## src/rtl/ifmap_fetch_ctrl_if.sv

```systemverilog
// ifmap_fetch_ctrl_if: tile start/config, ifmap ROM port and output beat stream of ifmap_fetch_ctrl.
interface ifmap_fetch_ctrl_if #(
  parameter int ADDR_W = 16,
  parameter int DATA_W = 16,
  parameter int DIM_W  = 8
);
  logic              start;
  logic [ADDR_W-1:0] cfg_base;
  logic [DIM_W-1:0]  cfg_cols;
  logic [DIM_W-1:0]  cfg_rows;
  logic [ADDR_W-1:0] cfg_stride;
  logic [ADDR_W-1:0] rom_addr;
  logic [DATA_W-1:0] rom_data;
  logic [DATA_W-1:0] out_data;
  logic              out_valid;
  logic              out_ready;
  logic              out_row_end;
  logic              out_last;
  logic              busy;
  logic              done;
  modport master (
    input  start, cfg_base, cfg_cols, cfg_rows, cfg_stride, rom_data, out_ready,
    output rom_addr, out_data, out_valid, out_row_end, out_last, busy, done
  );
  modport slave (
    output start, cfg_base, cfg_cols, cfg_rows, cfg_stride, rom_data, out_ready,
    input  rom_addr, out_data, out_valid, out_row_end, out_last, busy, done
  );
endinterface

```

## src/rtl/ifmap_fetch_ctrl.sv

```systemverilog
// ifmap_fetch_ctrl: walks a rows x cols ifmap tile through the ROM and streams the data out.
// Defining IFMAP_FETCH_PERF_EN adds stall_cnt_o, a saturating count of stalled valid cycles.
module ifmap_fetch_ctrl #(
  parameter int ADDR_W    = 16,
  parameter int DATA_W    = 16,
  parameter int DIM_W     = 8,
  parameter int BUF_DEPTH = 2
) (
  input logic clk,
  input logic rst,
  ifmap_fetch_ctrl_if.master bus
`ifdef IFMAP_FETCH_PERF_EN
  ,
  output logic [31:0] stall_cnt_o
`endif
);
  localparam int PTR_W = $clog2(BUF_DEPTH);
  localparam int OCC_W = $clog2(BUF_DEPTH + 1);
  typedef enum logic [1:0] {IDLE, FETCH, DRAIN, DONE} state_t;
  state_t state_q, state_d;
  logic [DIM_W-1:0] cols_q, rows_q, col_q, row_q;
  logic [ADDR_W-1:0] stride_q, row_base_q, addr_q, next_row_base;
  logic infl_q, infl_re_q, infl_last_q;
  logic [DATA_W+1:0] buf_q [BUF_DEPTH];
  logic [PTR_W-1:0] wr_ptr_q, rd_ptr_q;
  logic [OCC_W-1:0] occ_q;
  logic accept, empty_cfg, pop, last_col, last_row, issue, tile_end, drained;
  function automatic logic [PTR_W-1:0] inc(input logic [PTR_W-1:0] p);
    return p == PTR_W'(BUF_DEPTH - 1) ? '0 : p + PTR_W'(1);
  endfunction
  // addr_q is the candidate address the ROM is always reading; it counts as issued only
  // when the credit check passes at the end of the cycle, otherwise it is simply re-read.
  always_comb begin
    accept        = state_q == IDLE && bus.start;
    empty_cfg     = bus.cfg_rows == '0 || bus.cfg_cols == '0;
    pop           = occ_q != '0 && bus.out_ready;
    last_col      = col_q == cols_q - DIM_W'(1);
    last_row      = row_q == rows_q - DIM_W'(1);
    issue         = state_q == FETCH && int'(occ_q) + int'(infl_q) - int'(pop) < BUF_DEPTH;
    tile_end      = issue && last_col && last_row;
    drained       = !infl_q && occ_q == OCC_W'(pop);
    next_row_base = row_base_q + stride_q;
  end
  always_comb begin
    state_d = state_q;
    state_d = state_q == IDLE  ? (bus.start ? (empty_cfg ? DONE : FETCH) : IDLE) :
              state_q == FETCH ? (tile_end ? DRAIN : FETCH) :
              state_q == DRAIN ? (drained ? DONE : DRAIN) : IDLE;
  end
  always_ff @(posedge clk) begin
    if (rst) begin
      state_q     <= IDLE;
      cols_q      <= '0;
      rows_q      <= '0;
      col_q       <= '0;
      row_q       <= '0;
      stride_q    <= '0;
      row_base_q  <= '0;
      addr_q      <= '0;
      infl_q      <= 1'b0;
      infl_re_q   <= 1'b0;
      infl_last_q <= 1'b0;
      wr_ptr_q    <= '0;
      rd_ptr_q    <= '0;
      occ_q       <= '0;
      for (int i = 0; i < BUF_DEPTH; i++) buf_q[i] <= '0;
    end else begin
      state_q <= state_d;
      if (accept) begin
        cols_q     <= bus.cfg_cols;
        rows_q     <= bus.cfg_rows;
        stride_q   <= bus.cfg_stride;
        row_base_q <= bus.cfg_base;
        addr_q     <= bus.cfg_base;
        col_q      <= '0;
        row_q      <= '0;
      end else if (issue && !tile_end) begin
        col_q      <= last_col ? '0 : col_q + DIM_W'(1);
        row_q      <= last_col ? row_q + DIM_W'(1) : row_q;
        row_base_q <= last_col ? next_row_base : row_base_q;
        addr_q     <= last_col ? next_row_base : addr_q + ADDR_W'(1);
      end
      infl_q      <= issue;
      infl_re_q   <= last_col;
      infl_last_q <= tile_end;
      if (infl_q) buf_q[wr_ptr_q] <= {infl_last_q, infl_re_q, bus.rom_data};
      if (infl_q) wr_ptr_q <= inc(wr_ptr_q);
      if (pop) rd_ptr_q <= inc(rd_ptr_q);
      occ_q <= occ_q + OCC_W'(infl_q) - OCC_W'(pop);
    end
  end
  assign bus.rom_addr    = addr_q;
  assign bus.out_valid   = occ_q != '0;
  assign bus.out_data    = buf_q[rd_ptr_q][DATA_W-1:0];
  assign bus.out_row_end = bus.out_valid && buf_q[rd_ptr_q][DATA_W];
  assign bus.out_last    = bus.out_valid && buf_q[rd_ptr_q][DATA_W+1];
  assign bus.busy        = state_q != IDLE;
  assign bus.done        = state_q == DONE;
`ifdef IFMAP_FETCH_PERF_EN
  logic [31:0] stall_q;
  always_ff @(posedge clk) begin
    if (rst || accept) stall_q <= '0;
    else if (bus.out_valid && !bus.out_ready && state_q != IDLE && stall_q != '1) stall_q <= stall_q + 32'd1;
  end
  assign stall_cnt_o = stall_q;
`endif
endmodule
```

## src/flat_wrapper.sv

```systemverilog
// flat-port wrapper written by rule: the top's interface ports become plain ports
module ifmap_fetch_ctrl_flat 
#(
  parameter int ADDR_W    = 16,
  parameter int DATA_W    = 16,
  parameter int DIM_W     = 8,
  parameter int BUF_DEPTH = 2
)
  (clk, rst, bus_start, bus_cfg_base, bus_cfg_cols, bus_cfg_rows, bus_cfg_stride, bus_rom_data, bus_out_ready, bus_rom_addr, bus_out_data, bus_out_valid, bus_out_row_end, bus_out_last, bus_busy, bus_done);
  ifmap_fetch_ctrl_if #(.ADDR_W(ADDR_W), .DATA_W(DATA_W), .DIM_W(DIM_W)) bus_i ();
  input logic clk;
  input logic rst;
  input wire logic [$bits(bus_i.start)-1:0] bus_start;
  input wire logic [$bits(bus_i.cfg_base)-1:0] bus_cfg_base;
  input wire logic [$bits(bus_i.cfg_cols)-1:0] bus_cfg_cols;
  input wire logic [$bits(bus_i.cfg_rows)-1:0] bus_cfg_rows;
  input wire logic [$bits(bus_i.cfg_stride)-1:0] bus_cfg_stride;
  input wire logic [$bits(bus_i.rom_data)-1:0] bus_rom_data;
  input wire logic [$bits(bus_i.out_ready)-1:0] bus_out_ready;
  output wire logic [$bits(bus_i.rom_addr)-1:0] bus_rom_addr;
  output wire logic [$bits(bus_i.out_data)-1:0] bus_out_data;
  output wire logic [$bits(bus_i.out_valid)-1:0] bus_out_valid;
  output wire logic [$bits(bus_i.out_row_end)-1:0] bus_out_row_end;
  output wire logic [$bits(bus_i.out_last)-1:0] bus_out_last;
  output wire logic [$bits(bus_i.busy)-1:0] bus_busy;
  output wire logic [$bits(bus_i.done)-1:0] bus_done;
  assign bus_i.start = bus_start;
  assign bus_i.cfg_base = bus_cfg_base;
  assign bus_i.cfg_cols = bus_cfg_cols;
  assign bus_i.cfg_rows = bus_cfg_rows;
  assign bus_i.cfg_stride = bus_cfg_stride;
  assign bus_i.rom_data = bus_rom_data;
  assign bus_i.out_ready = bus_out_ready;
  assign bus_rom_addr = bus_i.rom_addr;
  assign bus_out_data = bus_i.out_data;
  assign bus_out_valid = bus_i.out_valid;
  assign bus_out_row_end = bus_i.out_row_end;
  assign bus_out_last = bus_i.out_last;
  assign bus_busy = bus_i.busy;
  assign bus_done = bus_i.done;
  ifmap_fetch_ctrl #(.ADDR_W(ADDR_W), .DATA_W(DATA_W), .DIM_W(DIM_W), .BUF_DEPTH(BUF_DEPTH)) u_core (.clk(clk), .rst(rst), .bus(bus_i));
endmodule
```

## config.mk

```make
export PLATFORM = sky130hd
export DESIGN_NAME = ifmap_fetch_ctrl_flat
export DESIGN_NICKNAME = d
export VERILOG_FILES = /design/src/rtl/ifmap_fetch_ctrl_if.sv /design/src/rtl/ifmap_fetch_ctrl.sv /design/src/flat_wrapper.sv
export SDC_FILE = /design/constraint.sdc
export NUM_CORES = 1
export LEC_CHECK = 0
export ABC_AREA = 0
export BUFFER_PORTS_ARGS = -buffer_cell sky130_fd_sc_hd__buf_2
export CORE_UTILIZATION = 38
export CTS_CLUSTER_DIAMETER = 100
export DETAILED_ROUTE_END_ITERATION = 8
export SLEW_MARGIN = 10
export SYNTH_ARGS = -nofsm -noshare
export SYNTH_HDL_FRONTEND = slang
export SYNTH_SLANG_ARGS = --single-unit
```

## constraint.sdc

```tcl
create_clock -name clk -period 3.41 [get_ports clk]
set_input_delay 0.1705 -clock clk [delete_from_list [all_inputs] [get_ports clk]]
set_output_delay 0.1705 -clock clk [all_outputs]
set_load 0.03 [all_outputs]
```

==> results.sh, run 1 <==
export IMPL_synthAdderAreaFrac_pct=5.63
export IMPL_grt_use_met1_pct=24.5
export IMPL_rows=49
export IMPL_internal_power_mw=3.08
export IMPL_synth_top_family_by_area="simple AND/OR/NAND/NOR gates"
export IMPL_synth_area_um2=6940
export IMPL_cts_sinks=126
export IMPL_setup_tns_final_ns=0
export IMPL_num_antenna_cells=0
export IMPL_utilization_pct=47.8
export IMPL_drtPass1Iterations=6
export IMPL_synth_area_mux_share_pct=3.95
export IMPL_cts_buffers=17
export IMPL_grt_max_degree=64
export IMPL_r2r_end="u_core.bus.rom_addr[8]$_SDFFE_PP0P_"
export IMPL_dp_cells=1092
export IMPL_p_sw_mw=1.59
export IMPL_path_clk_slew_ns=0.06
export IMPL_synth_area_leaders="dfxtp_1, edfxtp_1, nand2_1"
export IMPL_grt_busiest_layer="met2"
export IMPL_drive_gt1_share_pct=21.4
export IMPL_yosysSeqAreaShare_pct=41.6
export IMPL_crit_type="reg -> reg"
export IMPL_avgViaCountPerCell=5.16
export IMPL_num_vias=5946
export IMPL_ys_seq_elements=126
export IMPL_hold_viol=0
export IMPL_p_comb_share_pct=23.9
export IMPL_gp_congestion=0.809
export IMPL_hold_path_end="u_core.rows_q[3]$_SDFFE_PP0P_"
export IMPL_reg2reg_depth=13
export IMPL_hp_start="bus_cfg_rows[3]"
export IMPL_seq_power_share_pct=38.7
export IMPL_die_w_um=137
export IMPL_insertion_delay_ns=0.42
export IMPL_synth_async_reset_ratio_pct=0
export IMPL_worstMarginPinSlew_ns=0.822
export IMPL_power_frac_clock_pct=37.4
export IMPL_antenna_found_initial=0
export IMPL_hpwlAfterDp_um=12300
export IMPL_overflow=0
export IMPL_fin_skew_ns=0.00750
export IMPL_slew_headroom_pct=45.1
export IMPL_cp_arrival_ns=3.43
export IMPL_ioPinCount=105
export IMPL_min_path_cells=3
export IMPL_hp_class="in -> reg"
export IMPL_synth_compound_area_share_pct=15.3
export IMPL_drv_slew=0
export IMPL_ys_flop_type="dfxtp_1"
export IMPL_fin_crit_ns=3.06
export IMPL_startpoint_type="flop"
export IMPL_rsz0062_at_grt="false"
export IMPL_core_area_um2=17900
export IMPL_first_iter_violations=334
export IMPL_finalWirelength_um=17500
export IMPL_synth_nets=879
export IMPL_status="completed"
export IMPL_portBuffers=104
export IMPL_synthCells=781
export IMPL_wl_per_cell_um=15.2
export IMPL_hold_worst_slack_ns=0.0253
export IMPL_nNetsFinal=1009
export IMPL_power_leakage_nw=3.51
export IMPL_post_route_cell_area_um2=8550
export IMPL_clockBufferDepth=2
export IMPL_endpoint_kind="flop"
export IMPL_r2r_start="u_core.occ_q[0]$_SDFF_PP0_"
export IMPL_synth_edf_count=36
export IMPL_cts_tree="done"
export IMPL_synth_simple_gate_area_share_pct=22.5
export IMPL_fmax_mhz=327
export IMPL_fin_crit_sh_pct=89.8
export IMPL_synthXorXnorAreaFrac_pct=7.20
export IMPL_irDropWorstVdd_uv=385
export IMPL_p_per_area_nw_per_um2=546
export IMPL_drcViolationCount=0
export IMPL_grt_pass1_vias=5674
export IMPL_grtUsageMet2_pct=33.1
export IMPL_track_usage_pct=19.6
export IMPL_htree_num_levels=4
export IMPL_yosys_warnings=0
export IMPL_use_met3_pct=4.59
export IMPL_areaGrowthSynthToFinish_pct=23.3
export IMPL_crit_start="u_core.occ_q[0]$_SDFF_PP0_"
export IMPL_dieHeight_um=137
export IMPL_start_util_pct=38.7
export IMPL_syn_avg_cell_area_um2=8.88
export IMPL_path_max_fanout=21
export IMPL_netlist_area_leader_share_pct=26.0
export IMPL_switching_share_pct=34.0
export IMPL_grt_pass1_wl_um=28100
export IMPL_setup_reg_to_reg_worst_slack_ns=0.35
export IMPL_setup_viol_count_final=0
export IMPL_die_area_um2=18800
export IMPL_netlist_top_cell_by_area="dfxtp_1"
export IMPL_clock_root_buffer="clkbuf_16"
export IMPL_dpl_cell_area_um2=7690
export IMPL_yosysUniqueCellTypes=69
export IMPL_required_ns=3.78
export IMPL_antenna_left=0
export IMPL_max_cap_violations=0
export IMPL_fin_cells=1153
worst max path at each step:
stage,cells after the start,slack [ns],endpoint
finish,13,0.35,u_core.bus.rom_addr[8]$_SDFFE_PP0P_
global route,13,0.14,u_core.bus.rom_addr[8]$_SDFFE_PP0P_
CTS,13,0.22,u_core.bus.rom_addr[8]$_SDFFE_PP0P_
detailed placement,13,0.24,u_core.bus.rom_addr[8]$_SDFFE_PP0P_
global placement,13,0.30,u_core.bus.rom_addr[8]$_SDFFE_PP0P_
floorplan,15,0.37,u_core.row_base_q[10]$_SDFFE_PP0P_
area by class of cell:
type | count | area [um2]
Inverter | 26 | 97.6
Multi-Input combinational cell | 591 | 3790
Fill cell | 1758 | 9350
Sequential cell | 126 | 2880
Tap cell | 229 | 287
Clock inverter | 15 | 143
Clock buffer | 17 | 425
Timing Repair Buffer | 149 | 931
kinds of logic after synthesis:
family	count (synthesis)
flip-flops	126
buffers and inverters	64
multiplexers	25
XOR/XNOR	57
AND/OR/NAND/NOR	318
AO/OA/AOI/OAI	161
adder cells (fa/ha/maj)	30
timing repair:
action,in CTS,in global routing
resized for setup,0,1
hold buffers,29,0
endpoints found under the hold margin,29,0
setup endpoints to repair,0,1
setup buffers,0,0
state kept, by name (all words and copies together) (netlist names), 2 cells and up, named ones only:
name,cells
u_core.stride_q,16
u_core.row_base_q,16
u_core.bus.rom_addr,16
u_core.cols_q,8
u_core.col_q,8
u_core.occ_q,2
u_core.row_q,8
u_core.buf_q,36
u_core.state_q,2
u_core.rows_q,8
worst max-delay path: stages, from the launching register on:
cell and delay, ns:
dfxtp_1 0.41, ha_1 0.20, inv_1 0.08, ha_1 0.27
inv_1 0.04, ha_1 0.17, ha_1 0.17, nor2b_1 0.10
a21oi_1 0.06, or3b_4 0.43, or3_1 0.38, buf_4 0.24
a221oi_1 0.30, a31o_2 0.14
power groups by stage:
stage	Clock, mW	Combinational (mW)	Sequential (mW)
finish	1.75	1.11	1.81
detailed placement	0	1.09	1.84
floorplan	0	0.788	1.83
CTS	1.78	1.12	1.81
global route	1.85	1.24	1.83
global placement	0	1.09	1.84
Yosys cell counts, types with 9 or more instances:
master,n
nand2_1,105
dfxtp_1,90
nor2_1,74
a21oi_1,65
and2_1,40
edfxtp_1,36
xnor2_1,36
ha_1,28
inv_1,26
clkbuf_1,25
xor2_1,21
o21ai_0,20
mux2_2,19
nor3_1,19
nand3_1,15
nand4_1,11
nor4_1,11
a31oi_1,9
and3_1,9
layout by cell type, fill, tap and decap left out, types with 15 or more instances in the layout:
master and count:
buf_4 16, xor2_1 21, dfxtp_1 90, clkbuf_16 17, edfxtp_1 36, buf_2 104, o21ai_0 18, ha_1 28
a21oi_1 65, xnor2_1 36, nor3_1 19, nand2_1 104, mux2_2 19, and2_1 39, inv_1 26, nand3_1 15
dlygate4sd3_1 29, nor2_1 74
metrics by stage:
stage | setup slack (ns) | total power [mW]
after detailed placement | 0.238 | 2.93
final | 0.349 | 4.67
after global placement | 0.304 | 2.92
after floorplan | 0.370 | 2.62
after global routing | 0.143 | 4.91
after CTS | 0.216 | 4.71
per-layer routing:
layer / up-vias / part of all wire (%)
li1: 3006 / -
met1: 2801 / 46
met2: 124 / 48
met3: 15 / 4.5
met4: 0 / 1.3
met5: - / 0
Note: power is estimated with default switching activity, not from simulation.
==> run 2, diff against run 1 <==
--- a/config.mk
+++ b/config.mk
@@ -7,9 +7,10 @@
 export LEC_CHECK = 0
 export ABC_AREA = 0
 export BUFFER_PORTS_ARGS = -buffer_cell sky130_fd_sc_hd__buf_2
-export CORE_UTILIZATION = 38
+export CORE_UTILIZATION = 49
 export CTS_CLUSTER_DIAMETER = 100
 export DETAILED_ROUTE_END_ITERATION = 8
+export PLACE_DENSITY = 0.71
 export SLEW_MARGIN = 10
 export SYNTH_ARGS = -nofsm -noshare
 export SYNTH_HDL_FRONTEND = slang
==> run 2 against run 1 <==
Compared with the run above:
- clock-buffer cell count is the same
- wire length shrank 6.4%
- die area shrank 22%
- worst setup slack lost 0.055 ns
- global-route usage grew 3.5 points
- cell area shrank 0.64%
- final cell count shrank 4.6%
- clock power grew 6%
- combinational power is essentially flat
- critical path type unchanged
- critical endpoint unchanged
- largest power group is now the clock network
==> results.sh, run 2 (synthesized netlist as in run 1, its figures left out) <==
export IMPL_rsz0062_at_grt="false"
export IMPL_slowest_stage="or3b_4"
export IMPL_wl_per_cell_um=14.9
export IMPL_reg2reg_depth=13
export IMPL_fin_skew_ns=0.00645
export IMPL_drive_gt1_share_pct=21.4
export IMPL_antenna_found_initial=0
export IMPL_num_antenna_cells=0
export IMPL_setup_viol_count_final=0
export IMPL_fin_total_pwr_mw=4.77
export IMPL_max_flop_register="u_core.buf_q"
export IMPL_p_per_area_nw_per_um2=561
export IMPL_cp_slowest_stage_delay_ns=0.43
export IMPL_fin_crit_ns=3.12
export IMPL_drv_slew=0
export IMPL_dr_wl_met2_um=8070
export IMPL_cp_common_cell="ha_1"
export IMPL_fin_crit_sh_pct=91.4
export IMPL_clock_root_buffer="clkbuf_16"
export IMPL_first_iter_violations=333
export IMPL_power_leakage_nw=3.52
export IMPL_htree_num_levels=4
export IMPL_num_vias=5920
export IMPL_largest_reg_flops=36
export IMPL_worstPathBufferInverterCount=3
export IMPL_worstMarginPinSlew_ns=0.834
export IMPL_overflow=0
export IMPL_track_usage_pct=23.1
export IMPL_die_w_um=121
export IMPL_cts_sinks=126
export IMPL_drtPass1Iterations=5
export IMPL_core_area_um2=13800
export IMPL_hold_worst_slack_ns=0.0159
export IMPL_grt_max_degree=49
export IMPL_fmax_mhz=321
export IMPL_endpoint_kind="flop"
export IMPL_dp_cells=1043
export IMPL_pre_cts_slack_ns=0.203
export IMPL_hpwlAfterDp_um=11400
export IMPL_gp_congestion=0.830
export IMPL_critical_path_top_delay_family="simple AND/OR/NAND/NOR gates"
export IMPL_internal_power_mw=3.22
export IMPL_die_area_um2=14600
export IMPL_p_comb_share_pct=23.4
export IMPL_hp_class="in -> reg"
export IMPL_startpoint_type="flop"
export IMPL_path_max_fanout=22
export IMPL_power_frac_clock_pct=38.7
export IMPL_hold_viol=0
export IMPL_nNetsFinal=1005
export IMPL_rows=43
export IMPL_finalWirelength_um=16400
export IMPL_start_util_pct=50.2
export IMPL_dr_max_layer_used="met4"
export IMPL_path_clk_slew_ns=0.06
export IMPL_portBuffers=104
export IMPL_postCtsSetupRepairBufs=0
export IMPL_crit_type="reg -> reg"
export IMPL_setup_ws_ns=0.294
export IMPL_irDropWorstVdd_uv=296
export IMPL_final_cell_mix="nand2_1, buf_2, dfxtp_1"
export IMPL_hold_path_end="u_core.cols_q[6]$_SDFFE_PP0P_"
export IMPL_path_cells="ha_1 > inv_1 > ha_1 > inv_1 > ha_1 > ha_1 > nor2b_1 > a21oi_1 > or3b_4 > or3_1 > buf_4 > a221oi_1 > a31o_2"
export IMPL_cts_buffers=17
export IMPL_clockBufferDepth=2
export IMPL_insertion_delay_ns=0.42
export IMPL_hp_start="bus_cfg_cols[6]"
export IMPL_dieHeight_um=121
export IMPL_r2r_start="u_core.occ_q[0]$_SDFF_PP0_"
export IMPL_avgViaCountPerCell=5.38
export IMPL_p_sw_mw=1.55
export IMPL_cp_arrival_ns=3.48
export IMPL_setup_tns_final_ns=0
export IMPL_dr_wl_met3_um=657
export IMPL_slew_headroom_pct=44.3
export IMPL_status="completed"
export IMPL_fin_cells=1100
export IMPL_areaGrowthSynthToFinish_pct=22.5
export IMPL_switching_share_pct=32.5
export IMPL_grt_pass1_wl_um=26500
export IMPL_r2r_end="u_core.bus.rom_addr[8]$_SDFFE_PP0P_"
export IMPL_min_path_cells=3
export IMPL_drt_met1_wl_um=7360
export IMPL_required_ns=3.78
export IMPL_ioPinCount=105
export IMPL_grt_pass1_vias=5557
export IMPL_setup_reg_to_reg_worst_slack_ns=0.29
export IMPL_antenna_left=0
export IMPL_max_cap_violations=0
export IMPL_cts_tree="done"
export IMPL_seq_power_share_pct=37.9
export IMPL_drcViolationCount=0
==> run 2: power by group through the flow <==
stage          clock (mW)  combinational (mW)  sequential, mW
2_1_floorplan           0               0.788            1.83
3_3_place_gp            0                1.07            1.83
3_5_place_dp            0                1.08            1.84
4_1_cts              1.87                1.11            1.81
5_1_grt              1.94                1.23            1.82
6_report             1.85                1.11            1.81
==> run 2: cell type report <==
class	instances	area, um2
clock buffer	17	425
clock inverter	15	176
fill	1196	5330
inverter	26	97.6
multi-input combinational	591	3790
sequential	126	2880
tap	180	225
timing repair buffer	145	903
==> run 2: repair_timing <==
item,4_1_cts,5_1_grt
hold buffers,24,1
hold endpoints to repair,24,1
setup endpoints to repair,0,2
gates resized for setup,0,1
==> run 2: how the worst max path moves through the flow <==
stage	endpoint	cells past startpoint	from	slack, ns
2_1_floorplan	u_core.row_base_q[10]$_SDFFE_PP0P_	15	u_core.occ_q[0]$_SDFF_PP0_	0.37
3_3_place_gp	u_core.bus.rom_addr[8]$_SDFFE_PP0P_	13	u_core.occ_q[0]$_SDFF_PP0_	0.30
3_5_place_dp	u_core.bus.rom_addr[8]$_SDFFE_PP0P_	13	u_core.occ_q[0]$_SDFF_PP0_	0.20
4_1_cts	u_core.bus.rom_addr[8]$_SDFFE_PP0P_	13	u_core.occ_q[0]$_SDFF_PP0_	0.20
5_1_grt	u_core.bus.rom_addr[8]$_SDFFE_PP0P_	13	u_core.occ_q[0]$_SDFF_PP0_	0.07
6_report	u_core.bus.rom_addr[8]$_SDFFE_PP0P_	13	u_core.occ_q[0]$_SDFF_PP0_	0.29
==> run 2: per-layer routing <==
layer	track usage (%)	vias up
li1	-	3008
met1	27.9	2742
met2	39.9	150
met3	5.03	20
met4	8.87	0
met5	0	-
==> run 2: through the flow <==
step / utilization [%] / instance area (um2)
final: 61.5 / 8500
after global routing: 61.5 / 8500
after floorplan: - / 6940
after detailed placement: 55.3 / 7640
after global placement: 55.3 / 7640
after CTS: 61.4 / 8490
==> run 2: tightest hold or removal path, stage by stage <==
cell and delay [ns]:
buf_2 0.11, nand2_1 0.05, a21oi_1 0.05
==> run 3, diff against run 2 <==
--- a/config.mk
+++ b/config.mk
@@ -7,10 +7,11 @@
 export LEC_CHECK = 0
 export ABC_AREA = 0
 export BUFFER_PORTS_ARGS = -buffer_cell sky130_fd_sc_hd__buf_2
-export CORE_UTILIZATION = 49
+export CORE_UTILIZATION = 58
 export CTS_CLUSTER_DIAMETER = 100
 export DETAILED_ROUTE_END_ITERATION = 8
-export PLACE_DENSITY = 0.71
+export PLACE_DENSITY_LB_ADDON = 0.12
+export RECOVER_POWER = 100
 export SLEW_MARGIN = 10
 export SYNTH_ARGS = -nofsm -noshare
 export SYNTH_HDL_FRONTEND = slang
==> run 3 against run 2 <==
Compared with the run above:
- clock-buffer cell count unchanged
- combinational power about the same
- global-route usage increased by 6.5 points
- largest power group is now registers
- total power decreased by 3.2%
- via count increased by 2.2%
- clock power decreased by 7%
- worst hold slack improved by 0.0012 ns
- die area decreased by 15%
- the run now ends with DRC left
- utilization increased by 10 points
- highest routed layer unchanged
- final cell count decreased by 4.3%
- cell area decreased by 3.0%
==> results.sh, run 3 (synthesized netlist as in run 1, its figures left out) <==
export IMPL_setup_ws_ns=0.371
export IMPL_p_per_area_nw_per_um2=560
export IMPL_multi_input_area_um2=3740
export IMPL_cp_arrival_ns=3.31
export IMPL_rsz0062_at_grt="false"
export IMPL_pre_cts_slack_ns=0.153
export IMPL_path_clk_slew_ns=0.06
export IMPL_clock_root_buffer="clkbuf_16"
export IMPL_rows=39
export IMPL_seqCellArea_um2=2880
export IMPL_htree_num_levels=4
export IMPL_status="finished, violations left"
export IMPL_avgViaCountPerCell=5.74
export IMPL_wl_per_cell_um=16.5
export IMPL_dp_cells=1002
export IMPL_setup_tns_final_ns=0
export IMPL_startpoint_type="flop"
export IMPL_irDropWorstVdd_uv=286
export IMPL_portBuffers=104
export IMPL_num_antenna_cells=0
export IMPL_cts_tree="done"
export IMPL_finalWirelength_um=17400
export IMPL_violations="DRC"
export IMPL_dpl_cell_area_um2=7590
export IMPL_max_cap_violations=0
export IMPL_hold_viol=0
export IMPL_gp_congestion=0.929
export IMPL_cts_buffers=17
export IMPL_p_sw_mw=1.53
export IMPL_first_iter_violations=472
export IMPL_worstMarginPinSlew_ns=1.04
export IMPL_power_frac_clock_pct=37.3
export IMPL_cts_sinks=126
export IMPL_post_route_cell_area_um2=8240
export IMPL_overflow=0
export IMPL_power_leakage_nw=3.26
export IMPL_largest_reg_flops=36
export IMPL_areaGrowthSynthToFinish_pct=18.8
export IMPL_required_ns=3.69
export IMPL_nNetsFinal=995
export IMPL_postCtsSetupRepairBufs=0
export IMPL_path_max_fanout=23
export IMPL_antenna_found_initial=0
export IMPL_setup_viol_count_final=0
export IMPL_final_common_cell="nand2_1"
export IMPL_grt_max_degree=64
export IMPL_fin_crit_ns=3.04
export IMPL_grt_pass1_wl_um=29000
export IMPL_start_util_pct=60.2
export IMPL_antenna_left=0
export IMPL_drv_slew=0
export IMPL_endpoint_kind="flop"
export IMPL_core_area_um2=11500
export IMPL_p_comb_share_pct=23.5
export IMPL_slew_headroom_pct=30.5
export IMPL_internal_power_mw=3.09
export IMPL_hp_class="in -> reg"
export IMPL_max_flop_register="u_core.buf_q"
export IMPL_drive_gt1_share_pct=15.8
export IMPL_seq_power_share_pct=39.3
export IMPL_drtPass1Iterations=7
export IMPL_clockBufferDepth=2
export IMPL_final_cell_mix="nand2_1, dfxtp_1, nor2_1"
export IMPL_fin_crit_sh_pct=89.1
export IMPL_insertion_delay_ns=0.42
export IMPL_fin_cells=1053
export IMPL_dieHeight_um=111
export IMPL_die_w_um=111
export IMPL_hpwlAfterDp_um=12100
export IMPL_fin_skew_ns=0.00855
export IMPL_ioPinCount=105
export IMPL_switching_share_pct=33.1
export IMPL_nFillCells=929
export IMPL_num_vias=6049
export IMPL_grt_pass1_vias=6189
export IMPL_crit_type="reg -> reg"
export IMPL_die_area_um2=12400
export IMPL_fmax_mhz=329
export IMPL_fin_total_pwr_mw=4.61
export IMPL_track_usage_pct=29.5
export IMPL_drcViolationCount=11
[run 3: critical path, stage by stage, from the launching register on]
cell	delay (ns)
dfxtp_1	0.40
ha_1	0.21
inv_1	0.10
ha_1	0.28
inv_1	0.04
ha_1	0.17
ha_1	0.18
nor2b_1	0.11
a21oi_1	0.06
or3b_4	0.42
or3_4	0.41
buf_12	0.18
a211oi_1	0.29
nor3_2	0.06
[run 3: power by group through the flow]
| stage | clock (mW) | combinational [mW] | sequential [mW] |
|---|---|---|---|
| after floorplan | 0 | 0.788 | 1.83 |
| after global placement | 0 | 1.05 | 1.83 |
| after detailed placement | 0 | 1.08 | 1.84 |
| after CTS | 1.74 | 1.11 | 1.81 |
| after global routing | 1.80 | 1.20 | 1.83 |
| final | 1.72 | 1.08 | 1.81 |
[run 3: timing repair]
action,4_1_cts,5_1_grt
endpoints found under the setup margin,0,13
hold buffers,19,0
resized for setup,0,4
endpoints found under the hold margin,19,0
[run 3: metal layers]
layer	vias up	GRT usage [%]	routed length [um]
met5	-	0	0
met4	0	13.3	480
met3	38	5.28	759
met2	166	55.5	8820
met1	2865	32.3	7340
li1	2980	-	-
[run 3: cell type report]
cell class                 count  share of cell area (%)
multi-input combinational    591                    45.4
sequential                   126                    35.0
timing repair buffer         135                    9.38
clock buffer                  17                    5.16
tap                          143                    2.17
clock inverter                15                    1.69
inverter                      26                    1.18
[run 3: worst paths after layout]
path / startpoint / endpoint / slack [ns] / cells past startpoint
worst max-delay path: u_core.occ_q[0]$_SDFF_PP0_ / u_core.row_base_q[10]$_SDFFE_PP0P_ / 0.37 / 13
worst min-delay path: bus_cfg_rows[5] / u_core.rows_q[5]$_SDFFE_PP0P_ / 0.02 / 3
worst max register to register: u_core.occ_q[0]$_SDFF_PP0_ / u_core.row_base_q[10]$_SDFFE_PP0P_ / 0.37 / 13
worst min register to register: u_core.stride_q[12]$_SDFFE_PP0P_ / u_core.stride_q[12]$_SDFFE_PP0P_ / 0.46 / 2
[run 3: per-stage QoR]
stage          utilization (%)  hold WS, ns
6_report                  71.6       0.0171
5_1_grt                   71.6      0.00988
4_1_cts                   72.5     0.000883
3_5_place_dp              65.9        0.418
3_3_place_gp              65.9        0.411
2_1_floorplan                -        0.306
